## config.mk

```make
export PLATFORM = sky130hd
export DESIGN_NAME = tx_fifo_arb
export DESIGN_NICKNAME = d
export VERILOG_FILES = /design/src/rtl/tx_fifo_arb.sv
export SDC_FILE = /design/constraint.sdc
export NUM_CORES = 1
export LEC_CHECK = 0
export ABC_CLOCK_PERIOD_IN_PS = 3100
export CAP_MARGIN = 20
export CORE_ASPECT_RATIO = 0.75
export CORE_MARGIN = 4
export CORE_UTILIZATION = 45
export DETAILED_ROUTE_END_ITERATION = 6
export GPL_TIMING_DRIVEN = 0
export HOLD_SLACK_MARGIN = 0.1
export PLACE_DENSITY_LB_ADDON = 0.25
export SKIP_LAST_GASP = 1
export SYNTH_ARGS = -nofsm -noshare
export SYNTH_HDL_FRONTEND = slang
export SYNTH_SLANG_ARGS = --single-unit
```

## constraint.sdc

```tcl
create_clock -name i_clk -period 3.1 [get_ports i_clk]
set_clock_uncertainty 0.2 [all_clocks]
set_input_delay 0.62 -clock i_clk [delete_from_list [all_inputs] [get_ports i_clk]]
set_output_delay 0.62 -clock i_clk [all_outputs]
set_load 0.01 [all_outputs]
```

## src/rtl/tx_fifo_arb.sv

```systemverilog
// Round-robin, frame-atomic arbiter feeding the TX FIFO write port from NUM_CH framers.
// Optional per-frame header beat (granted channel index) enabled by `define TX_FIFO_ARB_HDR_EN.
module tx_fifo_arb #(
    parameter int unsigned NUM_CH     = 4,
    parameter int unsigned DATA_WIDTH = 8,
    parameter int unsigned CNT_WIDTH  = 16
) (
    input  logic                         i_clk,
    input  logic                         i_rst,
    input  logic [NUM_CH-1:0]            i_valid,
    input  logic [NUM_CH-1:0]            i_last,
    input  logic [NUM_CH*DATA_WIDTH-1:0] i_data,
    output logic [NUM_CH-1:0]            o_ready,
    input  logic                         i_afull,
    output logic                         o_push,
    output logic [DATA_WIDTH-1:0]        o_wdata,
    output logic [NUM_CH-1:0]            o_grant,
    output logic [CNT_WIDTH-1:0]         o_frames
);

    localparam int unsigned IDX_W = (NUM_CH > 1) ? $clog2(NUM_CH) : 1;

`ifdef TX_FIFO_ARB_HDR_EN
    typedef enum logic [1:0] {S_IDLE, S_HDR, S_XFER} state_t;
`else
    typedef enum logic [1:0] {S_IDLE, S_XFER} state_t;
`endif

    state_t                state, state_nx;
    logic [IDX_W-1:0]      grant_idx, idx_nx;
    logic [IDX_W-1:0]      ptr, ptr_nx;
    logic [NUM_CH-1:0]     grant_nx;
    logic                  push_nx;
    logic [DATA_WIDTH-1:0] wdata_nx;
    logic [CNT_WIDTH-1:0]  frames_nx;
    logic                  pick_vld;
    logic [IDX_W-1:0]      pick_idx;
    logic [DATA_WIDTH-1:0] beat;
    logic                  accept;

    // (base + off) mod NUM_CH without a divider
    function automatic logic [IDX_W-1:0] rr_idx(input logic [IDX_W-1:0] base,
                                                input int unsigned off);
        int unsigned s;
        s = 32'(base) + off;
        if (s >= NUM_CH) s = s - NUM_CH;
        return IDX_W'(s);
    endfunction

    // First requesting channel at or above the pointer, wrapping
    always_comb begin
        pick_vld = 1'b0;
        pick_idx = '0;
        for (int unsigned i = 0; i < NUM_CH; i++) begin
            if (!pick_vld && i_valid[rr_idx(ptr, i)]) begin
                pick_vld = 1'b1;
                pick_idx = rr_idx(ptr, i);
            end
        end
    end

    always_comb begin
        beat = '0;
        for (int unsigned k = 0; k < NUM_CH; k++) begin
            if (grant_idx == IDX_W'(k)) beat = i_data[k*DATA_WIDTH +: DATA_WIDTH];
        end
    end

    assign o_ready = (state == S_XFER && !i_afull) ? o_grant : '0;
    assign accept  = (state == S_XFER) && i_valid[grant_idx] && !i_afull;

    always_comb begin
        state_nx  = state;
        grant_nx  = o_grant;
        idx_nx    = grant_idx;
        ptr_nx    = ptr;
        push_nx   = 1'b0;
        wdata_nx  = o_wdata;
        frames_nx = o_frames;
        case (state)
            S_IDLE: begin
                if (pick_vld) begin
                    grant_nx = NUM_CH'(1) << pick_idx;
                    idx_nx   = pick_idx;
`ifdef TX_FIFO_ARB_HDR_EN
                    state_nx = S_HDR;
`else
                    state_nx = S_XFER;
`endif
                end
            end
`ifdef TX_FIFO_ARB_HDR_EN
            S_HDR: begin
                if (!i_afull) begin
                    push_nx  = 1'b1;
                    wdata_nx = DATA_WIDTH'(grant_idx);
                    state_nx = S_XFER;
                end
            end
`endif
            S_XFER: begin
                if (accept) begin
                    push_nx  = 1'b1;
                    wdata_nx = beat;
                    // Frame done: release the grant and rotate priority past it
                    if (i_last[grant_idx]) begin
                        state_nx  = S_IDLE;
                        grant_nx  = '0;
                        ptr_nx    = rr_idx(grant_idx, 1);
                        frames_nx = o_frames + CNT_WIDTH'(1);
                    end
                end
            end
            default: state_nx = S_IDLE;
        endcase
    end

    always_ff @(posedge i_clk) begin
        if (i_rst) begin
            state     <= S_IDLE;
            grant_idx <= '0;
            ptr       <= '0;
            o_grant   <= '0;
            o_push    <= 1'b0;
            o_wdata   <= '0;
            o_frames  <= '0;
        end else begin
            state     <= state_nx;
            grant_idx <= idx_nx;
            ptr       <= ptr_nx;
            o_grant   <= grant_nx;
            o_push    <= push_nx;
            o_wdata   <= wdata_nx;
            o_frames  <= frames_nx;
        end
    end

endmodule

```

==> results of run 1 <==
[routing by layer]
layer  vias up  global-route usage, %
li1        979                      -
met3        12                  5.464
met4         0                  6.827
met2        83                  32.24
met1       927                  26.18
met5         -                      0
[flip-flops by register name (all words and copies together) (netlist names)]
signal / cells
o_wdata: 8
ptr: 2
state: 1
o_grant: 4
o_frames: 16
o_push: 1
grant_idx: 2
[worst paths after layout]
path,cells after the start,end,start,slack [ns]
worst max-delay path,4,o_ready[2],i_afull,0.29
worst min-delay path,2,o_wdata[3],o_wdata[3],0.30
worst max register to register,8,o_wdata[4],grant_idx[1],0.79
worst min register to register,2,o_wdata[3],o_wdata[3],0.30
[synth_stat cells (2+ instances only)]
cell,count
dfxtp_1,34
nor2_1,29
a21oi_1,19
xnor2_1,15
nand2_1,13
inv_1,12
nor3_1,12
a221oi_1,8
clkbuf_1,8
nand3_1,8
a221o_1,7
nor4_2,7
ha_1,5
and2_1,4
buf_6,4
o21ai_0,4
buf_1,3
mux2i_1,3
nand3b_1,3
nor2b_1,3
o211ai_1,3
a211oi_1,2
and4_1,2
buf_2,2
nand2b_1,2
nand4_1,2
nor3b_1,2
[kinds of logic (layout without fill, tap and decap cells)]
logic type / count (synthesis) / count (layout) / share of synthesized area (%)
simple gates: 92 / 92 / 27.00
mux: 5 / 5 / 2.899
buf+inv: 29 / 111 / 7.281
fa+ha+maj: 5 / 5 / 3.222
compound gates: 49 / 49 / 17.78
xor+xnor: 15 / 15 / 6.766
flops: 34 / 34 / 35.05
[final cells by class]
cell class | count | area [um2] | share of cell area [%]
plain buffers | 17 | 96.34 | 3.368
clock buffers | 5 | 68.82 | 2.406
clock inverters | 3 | 40.04 | 1.400
inverters | 12 | 45.04 | 1.575
multi-input cells | 166 | 1120 | 39.15
flip-flops and latches | 34 | 680.7 | 23.80
well taps | 55 | 68.82 | 2.406
repair buffers | 74 | 740.7 | 25.90
[worst min-delay path, stage by stage, from the launching register on]
cell and delay (ns):
dfxtp_1 0.32, nor2_1 0.10, nor3_1 0.04
[power by group]
part           leakage (uW)  switching, uW  internal, uW
logic              0.000655           99.7           118
registers          0.000276           12.1           451
clock network     0.0000579            163           236
[stage by stage]
step / cell area, um2 / hold WS (ns) / setup slack, ns / power [uW]
final: 2860 / 0.2985 / 0.2880 / 1081
after global placement: 2751 / 0.2770 / 0.3188 / 684.0
after CTS: 2860 / 0.2956 / 0.2722 / 1086
after detailed placement: 2751 / 0.2811 / 0.2829 / 689.1
after floorplan: 1942 / 0.2919 / 1.143 / 584.4
after global routing: 2860 / 0.3246 / 0.2005 / 1133
==> qor.yml, run 1 <==
outcome:
  status: "finished clean"
sta:
  setup_tns_ns: 0
  tightest_slew_ns: 0.6092
  rsz0062_at_grt: "no"
  period_needed_ns: 2.812
  finalSetupViolations: 0
  relSlewSlack_pct: 59.14
  fmax_mhz: 355.6
  finalHoldViolations: 0
  period_share_pct: 90.71
  drv_slew: 0
clock_tree:
  clkSinkCount: 34
  cts_max_level: 2
  ctsHoldBuffers: 0
  clkTransAtPathRegs_ns: 0.07
  cts_buffers: 5
  clkLatencyLatePin_ns: 0.29
  postCtsResizedCells: 0
  post_cts_buffers: 0
  cts_tree: "yes"
  clock_path_buffers: 2
  root_buffer: "clkbuf_8"
worst_setup_path:
  crit_path_max_fanout: 4
  critPathMaxStageDelay_ns: 0.53
  required_ns: 2.28
  crit_slowest_cell: "clkdlybuf4s50_1"
  endpoint_kind: "output pin"
  critPathKind: "primary input to output pin"
  critPathLaunchType: "primary input"
  crit_family: "buffers and inverters"
  critical_path_buf_inv_count: 2
  cp.arrival_ns: 1.99
  crit_top_cell: "clkdlybuf4s50_1"
  path_cells: "clkdlybuf4s50_1 -> nor2b_1 -> and2_1 -> clkdlybuf4s50_1"
global_route:
  grt_pass1_vias: 1885
  grt_max_degree: 12
  antenna_found_initial: 0
  grt_use_total_pct: 20.10
  grt_pass1_wl_um: 8776
  grt-ovfl-total: 0
route:
  route.vias.total: 2001
  post_drt_wl_per_cell_um: 14.60
  drc: 0
  wl_met2_um: 2396
  first_pass_iters: 4
  wl_met1_um: 2440
  drt-initial-drc-count: 99
  routed_via_density: 5.467
  drt_wl_total_um: 5344
  dr_wl_met3_um: 408
  drtAntennaViolNets: 0
  routed.top_layer: "met4"
die:
  die_w_um: 83.85
  start_util_pct: 47.32
  design.die.area_um2: 5441
  die_h_um: 64.89
  design.core.area_um2: 4104
  num_rows: 20
  pin_count: 76
synthesis:
  synth-seq-area-share_pct: 35.05
  synth_cells: 229
  syn_nets: 277
  synth_edf_count: 0
  synth_largest_area_cell: "dfxtp_1"
  ys_types: 40
  synth_area_um2: 1942
  synth-main-ff-cell: "dfxtp_1"
  synth.avg_cell_area_um2: 8.480
  ys_ff_latch: 34
  ys_warn_count: 0
  synthArstFlopShare_pct: 0
  netlist_top_cells_area: "dfxtp_1, xnor2_1, nor2_1"
  synth_top_area_share_pct: 35.05
layout:
  post-route-util_pct: 69.70
  n_antenna_cell: 0
  layout_common_cells: "clkdlybuf4s50_1, dfxtp_1, nor2_1, a21oi_1, xnor2_1"
  final_common_cell: "clkdlybuf4s50_1"
  drive_gt1_share_pct: 8.682
  area_growth_pct: 47.29
  final_cells: 366
  fin_nets: 358
  fill_cells: 353
run:
  maxCapViolCount: 0
placement:
  dp_hpwl_um: 4120
  port_buffers: 74
  gp_congestion: 0.8186
  dp.cells: 358
worst_hold_path:
  min-delay-path-class: "flip-flop to flip-flop"
pwr:
  p_per_area_nw_per_um2: 377.9
  p_leak_uw: 0.0009891
  peakVddDrop_mv: 0.2327
No activity file was read; power rests on OpenSTA's default activity.
==> inputs of run 2 (changes only) <==
- SLEW_MARGIN: not set -> 5
==> results of run 2 <==
Final layout, timing and power as in run 1 (identical DEF).
==> inputs of run 3 (changes only) <==
- CORE_UTILIZATION: 45 -> 30
- CTS_CLUSTER_DIAMETER: not set -> 30
==> run 3 against run 2 <==
Effect of this change: largest power group unchanged; via count is 4.1% lower; first-iteration DRC count is 33% lower; worst hold slack worse by 0.0051 ns; critical endpoint is now o_ready[1].
==> qor.yml, run 3 (same netlist as run 1, synthesis figures left out) <==
route:
  drt_wl_total_um: 5379  # +0.65%
  first_pass_iters: 4  # unchanged
  route.vias.total: 1919  # -4.1%
  drt-initial-drc-count: 66  # -33%
  drc: 0  # unchanged
  routed_via_density: 4.895  # -10%
  post_drt_wl_per_cell_um: 13.72  # -6.0%
  drtAntennaViolNets: 0  # unchanged
sta:
  relSlewSlack_pct: 54.67  # -4.5 points
  tightest_slew_ns: 0.6754  # +0.06615 ns
  drv_slew: 0  # unchanged
  finalHoldViolations: 0  # unchanged
  setup_ws_ns: 0.3324  # +0.04439 ns
  setup_tns_ns: 0  # unchanged
  period_share_pct: 89.28  # -1.4 points
  rsz0062_at_grt: "no"
  period_needed_ns: 2.768  # -0.04439 ns
  fmax_mhz: 361.3  # +1.6%
  finalSetupViolations: 0  # unchanged
worst_setup_path:
  critPathKind: "primary input to output pin"
  endpoint_kind: "output pin"
  r2r_start: "grant_idx[1]"
  critPathLaunchType: "primary input"
  crit_path_max_fanout: 4  # unchanged
  cp.arrival_ns: 1.95  # -0.04 ns
  startpoint: "i_afull"
  required_ns: 2.28  # about the same
layout:
  area_growth_pct: 49.23
  drive_gt1_share_pct: 8.682  # unchanged
  layout_common_cells: "clkdlybuf4s50_1, dfxtp_1, nor2_1, a21oi_1, xnor2_1"
  top_regs: "o_frames: 16 flops, o_wdata: 8 flops, o_grant: 4 flops"
  largest_reg_flops: 16  # unchanged
  fin_nets: 358  # unchanged
  final_area_um2: 2898  # +1.3%
  fill_cells: 622  # +76%
  final_common_cell: "clkdlybuf4s50_1"
  post-route-util_pct: 46.09  # -24 points
  n_antenna_cell: 0  # unchanged
  regMostFlops: "o_frames"
pwr:
  peakVddDrop_mv: 0.1497  # -36%
  swShare_pct: 26.00  # +0.54 points
  fin_total_pwr_uw: 1092  # +1.0%
  clockPowerShare_pct: 37.7  # +0.7 points
  seqPwrFrac_pct: 42.4  # -0.4 points
  power.internal_uw: 808.1  # +0.29%
  p_leak_uw: 0.0009816  # -0.76%
  combPwrFrac_pct: 19.9  # -0.3 points
  p_per_area_nw_per_um2: 376.8  # -0.29%
  p_sw_uw: 283.8  # +3.2%
die:
  start_util_pct: 30.89  # -16 points
  design.die.area_um2: 7837  # +44%
  die_h_um: 77.68  # +20%
  pin_count: 76  # unchanged
  die_w_um: 100.9  # +20%
  design.core.area_um2: 6287  # +53%
  num_rows: 25  # +25%
global_route:
  antenna_found_initial: 0  # unchanged
  grt-ovfl-total: 0  # unchanged
  grt_use_total_pct: 13.60  # -6.5 points
  grt_pass1_vias: 1707  # -9.4%
  grt_max_degree: 13  # +1
  grt_pass1_wl_um: 8625  # -1.7%
worst_hold_path:
  min-delay-path-class: "flip-flop to flip-flop"
  min_from: "o_wdata[1]"
placement:
  dp_hpwl_um: 4172  # +1.3%
  gp_congestion: 0.7599  # -7.2%
  port_buffers: 74  # unchanged
  place_area_um2: 2784  # +1.2%
  pre_cts_ws_ns: 0.3225  # +0.03960 ns
clock_tree:
  cts_max_level: 2  # unchanged
  ctsHoldBuffers: 0  # unchanged
  root_buffer: "clkbuf_8"
  clkTransAtPathRegs_ns: 0.08  # about the same
  post_cts_buffers: 0  # unchanged
  clock_path_buffers: 2  # unchanged
  cts_buffers: 5  # unchanged
  postCtsResizedCells: 0  # unchanged
  clkSinkCount: 34  # unchanged
  cts_tree: "yes"
  clkLatencyLatePin_ns: 0.29  # about the same
run:
  maxCapViolCount: 0  # unchanged
outcome:
  status: "finished clean"
==> run 3: cell count changes in the layout (fill, tap and decap cells not counted), sizes merged <==
cell      change
clkinvlp      +2
clkinv        -2
==> run 3: worst max-delay path, cell delays in order <==
cell	delay [ns]
clkdlybuf4s50_1	0.43
nor2b_1	0.20
and2_1	0.16
clkdlybuf4s50_1	0.54
==> run 3: layout make-up <==
class | instances | area [um2] | area share (%)
inverters | 12 | 45.04 | 1.554
repair buffers | 74 | 740.7 | 25.56
plain buffers | 17 | 96.34 | 3.325
flip-flops and latches | 34 | 680.7 | 23.49
well taps | 81 | 101.3 | 3.497
clock inverters | 3 | 45.04 | 1.554
multi-input cells | 166 | 1120 | 38.64
clock buffers | 5 | 68.82 | 2.375
==> run 3: layer usage <==
| metal | vias to the layer above | track usage, % | wire [um] |
|---|---|---|---|
| met4 | 0 | 3.586 | 53 |
| li1 | 977 | - | - |
| met1 | 889 | 19.83 | 2677 |
| met2 | 46 | 19.65 | 2326 |
| met5 | - | 0 | 0 |
| met3 | 7 | 3.594 | 322 |
==> run 3: power groups by stage <==
stage | Sequential, uW | Combinational, uW | Clock [uW]
global route | 465 | 236 | 437
floorplan | 475 | 109 | 0
CTS | 463 | 218 | 417
detailed placement | 473 | 217 | 0
global placement | 472 | 215 | 0
finish | 463 | 217 | 412
==> run 3: worst paths after layout <==
kind | endpoint | slack, ns | depth (start not counted)
worst max-delay path | o_ready[1] | 0.33 | 4
worst min-delay path | o_wdata[1] | 0.29 | 2
worst max register to register | o_wdata[5] | 0.80 | 8
worst min register to register | o_wdata[1] | 0.29 | 2
==> run 3: through the flow <==
step                std cells  hold slack (ns)
floorplan                 229           0.2919
global placement          384           0.2787
detailed placement        384           0.2780
CTS                       392           0.2926
global route              392           0.3058
finish                    392           0.2934
